--- src/rtl/seq_shift_divider.sv ---
// seq_shift_divider
//   Multi-cycle unsigned divider using the restoring shift/compare/subtract
//   algorithm, one quotient bit per clock. Valid/ready handshake on both the
//   operand side and the result side. All outputs are registered.
//
//   Optional build macro: SEQ_SHIFT_DIVIDER_POW2_FAST_EN
//     When defined, a divisor that is an exact power of two bypasses the
//     iterative path and the result is ready one cycle after acceptance.
//
//   Parameters
//     N            operand width in bits (2..32)
//
//   Ports
//     clk          clock, rising edge
//     rstN         asynchronous reset, active low
//     in_valid     dividend/divisor valid
//     in_ready     block can accept an operation (high only in IDLE)
//     dividend     unsigned dividend
//     divisor      unsigned divisor
//     out_valid    result valid (held until out_ready)
//     out_ready    consumer accepts result
//     quotient     unsigned quotient
//     remainder    unsigned remainder
//     div_by_zero  divisor of the current result was zero
module seq_shift_divider #(
   parameter int unsigned N = 8
) (
   input  logic         clk,
   input  logic         rstN,
   input  logic         in_valid,
   output logic         in_ready,
   input  logic [N-1:0] dividend,
   input  logic [N-1:0] divisor,
   output logic         out_valid,
   input  logic         out_ready,
   output logic [N-1:0] quotient,
   output logic [N-1:0] remainder,
   output logic         div_by_zero
);

   localparam int unsigned    CW       = (N > 1) ? $clog2(N) : 1;
   localparam logic [CW-1:0]  CNT_INIT = CW'(N - 1);
   localparam logic [CW-1:0]  CNT_ONE  = CW'(1);

   typedef enum logic [1:0] {
      IDLE = 2'd0,
      CALC = 2'd1,
      DONE = 2'd2
   } state_t;

   state_t         state_q,       state_d;
   logic [CW-1:0]  cnt_q,         cnt_d;
   logic [N-1:0]   rem_q,         rem_d;
   logic [N-1:0]   quo_q,         quo_d;
   logic [N-1:0]   dvsr_q,        dvsr_d;
   logic           in_ready_q,    in_ready_d;
   logic           out_valid_q,   out_valid_d;
   logic [N-1:0]   quotient_q,    quotient_d;
   logic [N-1:0]   remainder_q,   remainder_d;
   logic           dbz_q,         dbz_d;

   logic           accept;

   // One restoring-division step. The shifted partial remainder is N+1 bits
   // so the compare cannot overflow for any divisor up to 2^N-1; after the
   // conditional subtract it is always below the divisor, so N bits are
   // enough to hold it between steps.
   logic [N:0]     rem_shift;
   logic           fits;
   logic [N-1:0]   rem_step;
   logic [N-1:0]   quo_step;

   always_comb begin
      rem_shift = {rem_q, quo_q[N-1]};
      fits      = (rem_shift >= {1'b0, dvsr_q});
      rem_step  = N'(fits ? (rem_shift - {1'b0, dvsr_q}) : rem_shift);
      quo_step  = {quo_q[N-2:0], fits};
   end

`ifdef SEQ_SHIFT_DIVIDER_POW2_FAST_EN
   localparam logic [N-1:0] ONE_N = N'(1);

   logic           is_pow2;
   logic [CW-1:0]  pow2_shamt;
   logic [N-1:0]   pow2_mask;

   // Priority encoder: position of the (single) set bit of the divisor.
   always_comb begin
      pow2_shamt = '0;
      for (int unsigned i = 0; i < N; i++) begin
         if (divisor[i]) begin
            pow2_shamt = CW'(i);
         end
      end
   end

   always_comb begin
      pow2_mask = divisor - ONE_N;
      is_pow2   = (divisor != '0) && ((divisor & pow2_mask) == '0);
   end
`endif

   assign accept = in_valid && in_ready_q;

   always_comb begin
      state_d     = state_q;
      cnt_d       = cnt_q;
      rem_d       = rem_q;
      quo_d       = quo_q;
      dvsr_d      = dvsr_q;
      out_valid_d = out_valid_q;
      quotient_d  = quotient_q;
      remainder_d = remainder_q;
      dbz_d       = dbz_q;

      unique case (state_q)
         IDLE: begin
            if (accept) begin
               dvsr_d = divisor;
               dbz_d  = 1'b0;
               if (divisor == '0) begin
                  state_d     = DONE;
                  out_valid_d = 1'b1;
                  quotient_d  = '1;
                  remainder_d = dividend;
                  dbz_d       = 1'b1;
               end
`ifdef SEQ_SHIFT_DIVIDER_POW2_FAST_EN
               else if (is_pow2) begin
                  state_d     = DONE;
                  out_valid_d = 1'b1;
                  quotient_d  = dividend >> pow2_shamt;
                  remainder_d = dividend & pow2_mask;
               end
`endif
               else begin
                  state_d = CALC;
                  cnt_d   = CNT_INIT;
                  rem_d   = '0;
                  quo_d   = dividend;
               end
            end
         end

         CALC: begin
            rem_d = rem_step;
            quo_d = quo_step;
            cnt_d = cnt_q - CNT_ONE;
            // The last step's result goes straight into the output
            // registers so out_valid rises on the same edge.
            if (cnt_q == '0) begin
               state_d     = DONE;
               cnt_d       = '0;
               out_valid_d = 1'b1;
               quotient_d  = quo_step;
               remainder_d = rem_step;
            end
         end

         DONE: begin
            if (out_ready) begin
               state_d     = IDLE;
               out_valid_d = 1'b0;
            end
         end

         default: begin
            state_d     = IDLE;
            out_valid_d = 1'b0;
         end
      endcase

      in_ready_d = (state_d == IDLE);
   end

   always_ff @(posedge clk or negedge rstN) begin
      if (!rstN) begin
         state_q     <= IDLE;
         cnt_q       <= '0;
         rem_q       <= '0;
         quo_q       <= '0;
         dvsr_q      <= '0;
         in_ready_q  <= 1'b0;
         out_valid_q <= 1'b0;
         quotient_q  <= '0;
         remainder_q <= '0;
         dbz_q       <= 1'b0;
      end else begin
         state_q     <= state_d;
         cnt_q       <= cnt_d;
         rem_q       <= rem_d;
         quo_q       <= quo_d;
         dvsr_q      <= dvsr_d;
         in_ready_q  <= in_ready_d;
         out_valid_q <= out_valid_d;
         quotient_q  <= quotient_d;
         remainder_q <= remainder_d;
         dbz_q       <= dbz_d;
      end
   end

   assign in_ready    = in_ready_q;
   assign out_valid   = out_valid_q;
   assign quotient    = quotient_q;
   assign remainder   = remainder_q;
   assign div_by_zero = dbz_q;

endmodule

--- config.mk ---
export PLATFORM = sky130hd
export DESIGN_NAME = seq_shift_divider
export DESIGN_NICKNAME = d
export VERILOG_FILES = /design/src/rtl/seq_shift_divider.sv
export SDC_FILE = /design/constraint.sdc
export NUM_CORES = 1
export LEC_CHECK = 0
export CAP_MARGIN = 20
export CORE_MARGIN = 4
export CORE_UTILIZATION = 35
export DETAILED_ROUTE_END_ITERATION = 8
export GPL_TIMING_DRIVEN = 0
export PLACE_DENSITY = 0.61
export SKIP_CTS_REPAIR_TIMING = 1
export SLEW_MARGIN = 15
export SYNTH_ARGS = -nofsm -noshare
export SYNTH_HDL_FRONTEND = slang
export SYNTH_SLANG_ARGS = --single-unit
--- constraint.sdc ---
create_clock -name clk -period 2.35 [get_ports clk]
set_input_delay 0.47 -clock clk [delete_from_list [all_inputs] [get_ports clk]]
set_output_delay 0.47 -clock clk [all_outputs]
set_load 0.05 [all_outputs]
### Yosys cells after proc, flatten, opt, wreduce, memory -nomap -nowiden

Cells that the tools add are included.
Widths: inputs -> output; s select.

* input port bits: 20
* word-level logic and storage cells: 60
* output and inout bits: 19
* bits in registers: 48

* multiplexer cells: 30
* equality and inequality tests: 7
* reduce and logical (&&, ||, !) cells: 10
* add/subtract/negate cells: 2
* magnitude comparators: 1

Operator list (count)
* $mux 8: 11
* $pmux 8 s2: 4
* $ne 2x2->1 const B: 5
* $ge 9x8->1: 1
* $mux 3: 3
* $logic_not 8->1: 1
* $mux 2: 4
* $reduce_and 4->1: 2
* $sub 8x8->8: 1
* $pmux 2 s3: 1
* $pmux 3 s2: 1
* $mux 1: 5
* $logic_not 2->1: 2
* $logic_not 3->1: 1
* $pmux 1 s3: 1
* $reduce_and 3->1: 1
* $sub 3x1->3 const B: 1
* $eq 2x1->1 const B: 1
* $eq 2x2->1 const B: 1
* $reduce_and 2->1: 1
* $reduce_bool 2->1: 1
* $logic_and 1x1->1: 1

### Longest topological paths before layout

Gate-level depths: netlist of the first run.

* depth after elaboration: 5
* gate-level depth with buffers: 9
* depth with buffers taken out: 8

### Worst setup path after synthesis of the first run

Ideal clock, no wire load.

* path kind: register to register
* start point: register rem_q[1]
* end point: register remainder_q[5] (netlist: remainder[5])
* path buffers: 1
* arrival time: 1.873 ns
* required time: 2.211 ns
* clock period less this slack: 2.012 ns
* setup time: 0.139 ns
* stages on the path, launching flop included: 8
* path slack: 0.338 ns
* cell sequence: dfrtp_1 ha_1 and3b_4 o21a_4 o31a_4 buf_6 o22ai_1 o211ai_1

* word-level cells in the longest chain between the ends: 4
* elaborated cells between the ends (all ways): 5
* those cells by class: add/sub: 1; order compare: 1; mux: 3

RTL lines
* from (decl): RTL line 53 `logic [N-1:0] rem_q, rem_d;`
* from (signal assigned): RTL line 191 `rem_q <= rem_d;`
* $sub 8x8->8 or $ge 9x8->1 (tied branches): RTL line 76, 75
* $mux 8 (*): RTL line 76 `rem_step = N'(fits ? (rem_shift - {1'b0, dvsr_q}) : rem_shift);`
* $mux 8 (*): RTL line 151 `if (cnt_q == '0) begin`
* $pmux 8 s2 (*): RTL line 116 `unique case (state_q)`
* to (signal assigned): RTL line 197 `remainder_q <= remainder_d;`
* to (decl): RTL line 59 `logic [N-1:0] remainder_q, remainder_d;`

Every way passes the cells marked *; elsewhere a longest branch is shown, timed or not. The select of a mux whose other input is x is not followed.
A chain may end at the register's enable or synchronous reset.

### Worst setup path after layout of the first run

Same ends and word-level chain as after synthesis.

==> results of run 1 <==
-- state kept, by name (all words and copies together), names as in the netlist --
name,count
dvsr_q,8
cnt_q,3
out_valid,1
remainder,8
div_by_zero,1
quotient,8
in_ready,1
rem_q,8
state_q,2
quo_q,8
-- layer usage --
metal / global-route usage, % / routed length [um] / share of wire, % / vias to the layer above
met5: 0 / 0 / 0 / -
met4: 4.21 / 80 / 1.1 / 0
met3: 2.38 / 308 / 4.3 / 7
met2: 26.0 / 3470 / 48 / 55
met1: 21.9 / 3330 / 46 / 1165
li1: - / - / - / 1173
-- metrics by stage --
| step | hold slack [ns] | power, mW | worst slack [ns] |
|---|---|---|---|
| after floorplan | 0.174 | 4.19 | 0.338 |
| after global placement | 0.469 | 5.18 | -0.686 |
| after detailed placement | 0.463 | 5.23 | -0.213 |
| after CTS | 0.129 | 5.86 | 0.0686 |
| after global routing | 0.157 | 6.33 | 0.00983 |
| final | 0.108 | 5.86 | 0.0995 |
-- cell type report --
type / count / area share (%)
inverters: 14 / 1.53
clock inverters: 3 / 1.24
well taps: 102 / 3.72
plain buffers: 19 / 3.40
clock buffers: 5 / 2.01
flip-flops and latches: 48 / 35.1
multi-input cells: 214 / 41.5
repair buffers: 39 / 11.5
-- power breakdown --
| group | total (mW) | internal [mW] | leakage [nW] | switching [mW] |
|---|---|---|---|---|
| combinational | 3.74 | 1.44 | 0.784 | 2.30 |
| clock | 0.607 | 0.315 | 0.0541 | 0.292 |
| sequential | 1.51 | 1.22 | 0.571 | 0.288 |
| total | 5.86 | 2.98 | 1.41 | 2.88 |
-- worst min path at each step --
stage	startpoint	to	slack [ns]
after floorplan	rstN	cnt_q[0]	0.17
after global placement	quotient[6]	quotient[6]	0.47
after detailed placement	rstN	dvsr_q[5]	0.46
after CTS	rstN	quo_q[1]	0.13
after global routing	rstN	rem_q[7]	0.16
final	rstN	dvsr_q[5]	0.11
-- cells by family (layout without fill, tap and decap cells) --
| logic type | after synthesis | in the layout | share of synthesized area [%] |
|---|---|---|---|
| flip-flops | 48 | 48 | 43.4 |
| multiplexers | 7 | 7 | 2.62 |
| buffers and inverters | 33 | 80 | 6.10 |
| XOR/XNOR | 2 | 2 | 0.633 |
| AO/OA/AOI/OAI | 95 | 95 | 24.5 |
| AND/OR/NAND/NOR | 101 | 101 | 18.4 |
| adder cells (fa/ha/maj) | 9 | 9 | 4.34 |
-- cell usage in the layout (no fill, tap or decap), drive strengths merged, types with 2 or more instances in the layout --
master / instances
mux2: 2
o311ai: 3
nor3b: 3
a31oi: 4
inv: 14
nand2: 37
and3: 2
o21a: 6
nor3: 10
buf: 16
dfrtp: 48
a22o: 2
a21oi: 11
mux2i: 5
o22ai: 3
ha: 8
clkdlybuf4s50: 37
o21ai: 28
and2: 3
a21boi: 3
a41oi: 3
nor2b: 3
o31ai: 6
nand4: 8
o22a: 7
a21o: 5
clkbuf: 10
nor4: 2
o211ai: 6
nor2: 20
nand3: 7
o31a: 2
==> flow_summary.toml, run 1 <==
[sta]
rsz0062_at_grt = "false"
fmax_ghz = 0.444
setup-tns-final_ns = 0
max-slew-margin-rel_pct = 62.7
final_max_slew_viol_count = 0
tightest_slew_ns = 0.560
period_minus_slack_ns = 2.25
hold_viol = 0
setup_violations = 0
clock_skew_ns = 0.00721
min_period_over_period_pct = 95.8

[synthesis]
ys_ff_latch = 48
ys_types = 57
synth-async-reset-ratio_pct = 100
yosys.area.top_type = "dfrtp_1"
synth_flop_cell = "dfrtp_1"
ys_seq_area_share_pct = 43.4
yosys.area.top_type_share_pct = 43.4
synth-edff-count = 0
synth_warnings = 0
ys_top_cells_by_count = "48 x dfrtp_1, 36 x nand2_1, 25 x o21ai_0, 20 x nor2_1, 14 x inv_1"
syn_nets = 324
synth_area_leaders = "dfrtp_1 43%, nand2_1 4.9%, o21ai_0 4.5%"
syn-cell-area_um2 = 2770
syn_avg_cell_area_um2 = 9.38
syn-instance-count = 295
synth.most_common_cell = "dfrtp_1"

[clocking]
clk_pin_slew_ns = 0.09
clock_path_buffers = 2
h-tree-depth = 2
numCtsBuffers = 5
cts_tree = "done"
cts_root_buf = "clkbuf_8"
clock_latency_ns = 0.31
clkSinkCount = 48

[floorplan]
num_rows = 32
pin_count = 39
die_x_um = 96.9
dieArea_um2 = 9390
core_area_um2 = 7730
fp.dieH_um = 96.9
initial_core_util_pct = 35.8

[grt]
grt_pass1_wl_um = 12200
track_usage_pct = 15.8
grt_max_degree = 31
antenna_found_initial = 0
gr-total-overflow = 0
first_global_vias = 2352

[critical_path]
critPathMaxFanout = 10
crit_path_end_kind = "register"
reg2reg_to = "remainder[5]"
cp_num_cells = 7
rr_worst_depth = 7
crit_family = "compound AO/OA/AOI/OAI gates"
crit_chain = "ha_1, and3b_4, o21a_4, o31a_4, buf_6, o22ai_1, o211ai_1"
cpPeakStageDelay_ns = 0.43
cp-startpoint = "rem_q[1]"
worst-path-buf-inv = 1
worstSetupStartpointType = "register"
worstSetupPathType = "register to register"
cp_data_required_time_ns = 2.52
reg2reg_slack_ns = 0.1
cp.arrival_ns = 2.42
r2r_start = "rem_q[1]"
cp_slowest_cell = "dfrtp_1"
crit_path_end = "remainder[5]"

[detailed_routing]
ant_nets = 0
first_pass_iters = 4
wl_um = 7190
drt_iter0_markers = 175
drcViolationCount = 0
avgViaCountPerCell = 5.41
wl_per_cell_um = 16.2
vias = 2400

[final_layout]
seq_area_um2 = 1200
final_area_um2 = 3430
nets = 370
postLayoutCoreUtil_pct = 44.3
drive_above_1_share_pct = 12.0
instances_no_fill = 444
fill_cells = 764
insertedDiodeCount = 0
syn_to_final_growth_pct = 23.8
multi_input_area_um2 = 1420

[pwr]
cellPowerDensity_nw_per_um2 = 1710
p_leak_nw = 1.41
peakVddDrop_mv = 0.474

[placement]
place_inst = 436
place.gp.congestion = 0.902
port_buffers = 38
dpl.hpwl_um = 5510
placed_cell_area_um2 = 3290

[job]
maxCapViolCount = 0

[worst_hold_path]
hp-class = "primary input to asynchronous set/reset pin"

[run_status]
status = "completed"
Power figures use the tool's default switching activity.
==> inputs of run 2 (changes only) <==
--- a/config.mk
+++ b/config.mk
@@ -12,7 +12,7 @@
 export GPL_TIMING_DRIVEN = 0
 export PLACE_DENSITY = 0.61
 export SKIP_CTS_REPAIR_TIMING = 1
-export SLEW_MARGIN = 15
+export SLEW_MARGIN = 20
 export SYNTH_ARGS = -nofsm -noshare
 export SYNTH_HDL_FRONTEND = slang
 export SYNTH_SLANG_ARGS = --single-unit
==> run 2 against run 1 <==
- hold slack improved by 0.048 ns
- count of clock-buffer cells in the layout did not move
- global-route usage rose by 0.10 points
- fmax rose by 0.14%
- setup slack improved by 0.0031 ns
- sequential cell count did not move
- routed wire length rose by 2.2%
- critical path depth fell by 1
==> flow_summary.toml, run 2 (synthesis results as in run 1) <==
[run_status]
status = "completed"

[grt]
track_usage_pct = 15.9
grt-busiest-layer = "met2"
use_met2_pct = 26.3
grt_max_degree = 49
grt_util_met3_pct = 2.09
first_global_vias = 2357
met1_usage_pct = 22.0
grt_pass1_wl_um = 12300
antenna_found_initial = 0
gr-total-overflow = 0

[floorplan]
initial_core_util_pct = 35.8
pin_count = 39
fp.dieH_um = 96.9
dieArea_um2 = 9390
num_rows = 32
die_x_um = 96.9
core_area_um2 = 7730

[sta]
period_minus_slack_ns = 2.25
max-slew-margin-rel_pct = 59.4
tightest_slew_ns = 0.609
final_max_slew_viol_count = 0
hold_viol = 0
fmax_ghz = 0.445
setup_violations = 0
clock_skew_ns = 0.0109
hold_ws_ns = 0.156
min_period_over_period_pct = 95.6

[clocking]
cts_tree = "done"
h-tree-depth = 2
clk_pin_slew_ns = 0.11
clkSinkCount = 48
numCtsBuffers = 5
cts_root_buf = "clkbuf_8"
clock_path_buffers = 2
clock_latency_ns = 0.31

[final_layout]
mostFrequentLayoutCell = "dfrtp_1"
drive_above_1_share_pct = 12.3
nets = 369
final_area_um2 = 3450
final_cell_mix = "47 x dfrtp_1, 37 x clkdlybuf4s50_1, 36 x nand2_1"
insertedDiodeCount = 0
syn_to_final_growth_pct = 24.6

[detailed_routing]
avgViaCountPerCell = 5.42
vias = 2403
wl_um = 7340
drt_iter0_markers = 264
ant_nets = 0
drcViolationCount = 0
first_pass_iters = 4
wl_per_cell_um = 16.6

[critical_path]
r2r_start = "rem_q[1]"
cp.arrival_ns = 2.50
cp_data_required_time_ns = 2.61
reg2reg_slack_ns = 0.10
rr_worst_depth = 6
worstSetupStartpointType = "register"
critPathMaxFanout = 6
crit_path_end_kind = "register"
worstSetupPathType = "register to register"
reg2reg_to = "remainder[7]"

[worst_hold_path]
hp-class = "primary input to asynchronous set/reset pin"

[placement]
placed_cell_area_um2 = 3270
port_buffers = 38
place.gp.congestion = 0.902
dpl.hpwl_um = 5400

[job]
maxCapViolCount = 0
run 2: cell types whose count changed in the layout (fill, tap and decap cells not counted), sizes merged:
| cell | delta |
|---|---|
| buf | -1 |
| bufinv | +1 |
| clkinv | -1 |
| clkinvlp | -1 |
| inv | +1 |
run 2: layout make-up:
| class | instances | area [um2] |
|---|---|---|
| Sequential cell | 48 | 1200 |
| Inverter | 14 | 52.6 |
| Timing Repair Buffer | 38 | 378 |
| Clock inverter | 3 | 68.8 |
| Fill cell | 760 | 4280 |
| Buffer | 19 | 116 |
| Clock buffer | 5 | 68.8 |
| Tap cell | 102 | 128 |
| Multi-Input combinational cell | 214 | 1430 |
run 2: worst max-delay path by stage:
stage	startpoint	to	slack, ns	depth (start not counted)
global placement	rstN	quotient[5]	-0.69	1
floorplan	rem_q[1]	remainder[5]	0.34	7
finish	rem_q[1]	remainder[7]	0.10	6
detailed placement	divisor[5]	quo_q[2]	-0.23	6
CTS	quo_q[7]	rem_q[6]	0.07	8
global route	quo_q[7]	rem_q[6]	-0.0002	8
run 2: through the flow:
stage	instances	worst slack, ns	util, %	setup TNS, ns
finish	443	0.103	44.6	0
global route	443	-0.000221	44.6	-0.000221
CTS	443	0.0658	44.1	0
detailed placement	435	-0.229	42.4	-3.80
global placement	435	-0.686	42.4	-35.66
floorplan	295	0.338	-	0
run 2: layer usage:
layer  vias up  share of wire (%)
met2        60                 47
li1       1172                  -
met1      1159                 48
met5         -                  0
met4         0                1.6
met3        12                3.9
run 2: worst max-delay path, cell delays in order (launching register included):
cell       delay [ns]
dfrtp_1          0.44
ha_1             0.40
and3b_4          0.22
o21a_4           0.24
o31a_4           0.30
a2111oi_2        0.44
o21a_1           0.16
Power of run 2 is left out: the tool's default activity adds up to more than one toggle a clock period on the data nets, which glitch-free logic cannot reach.
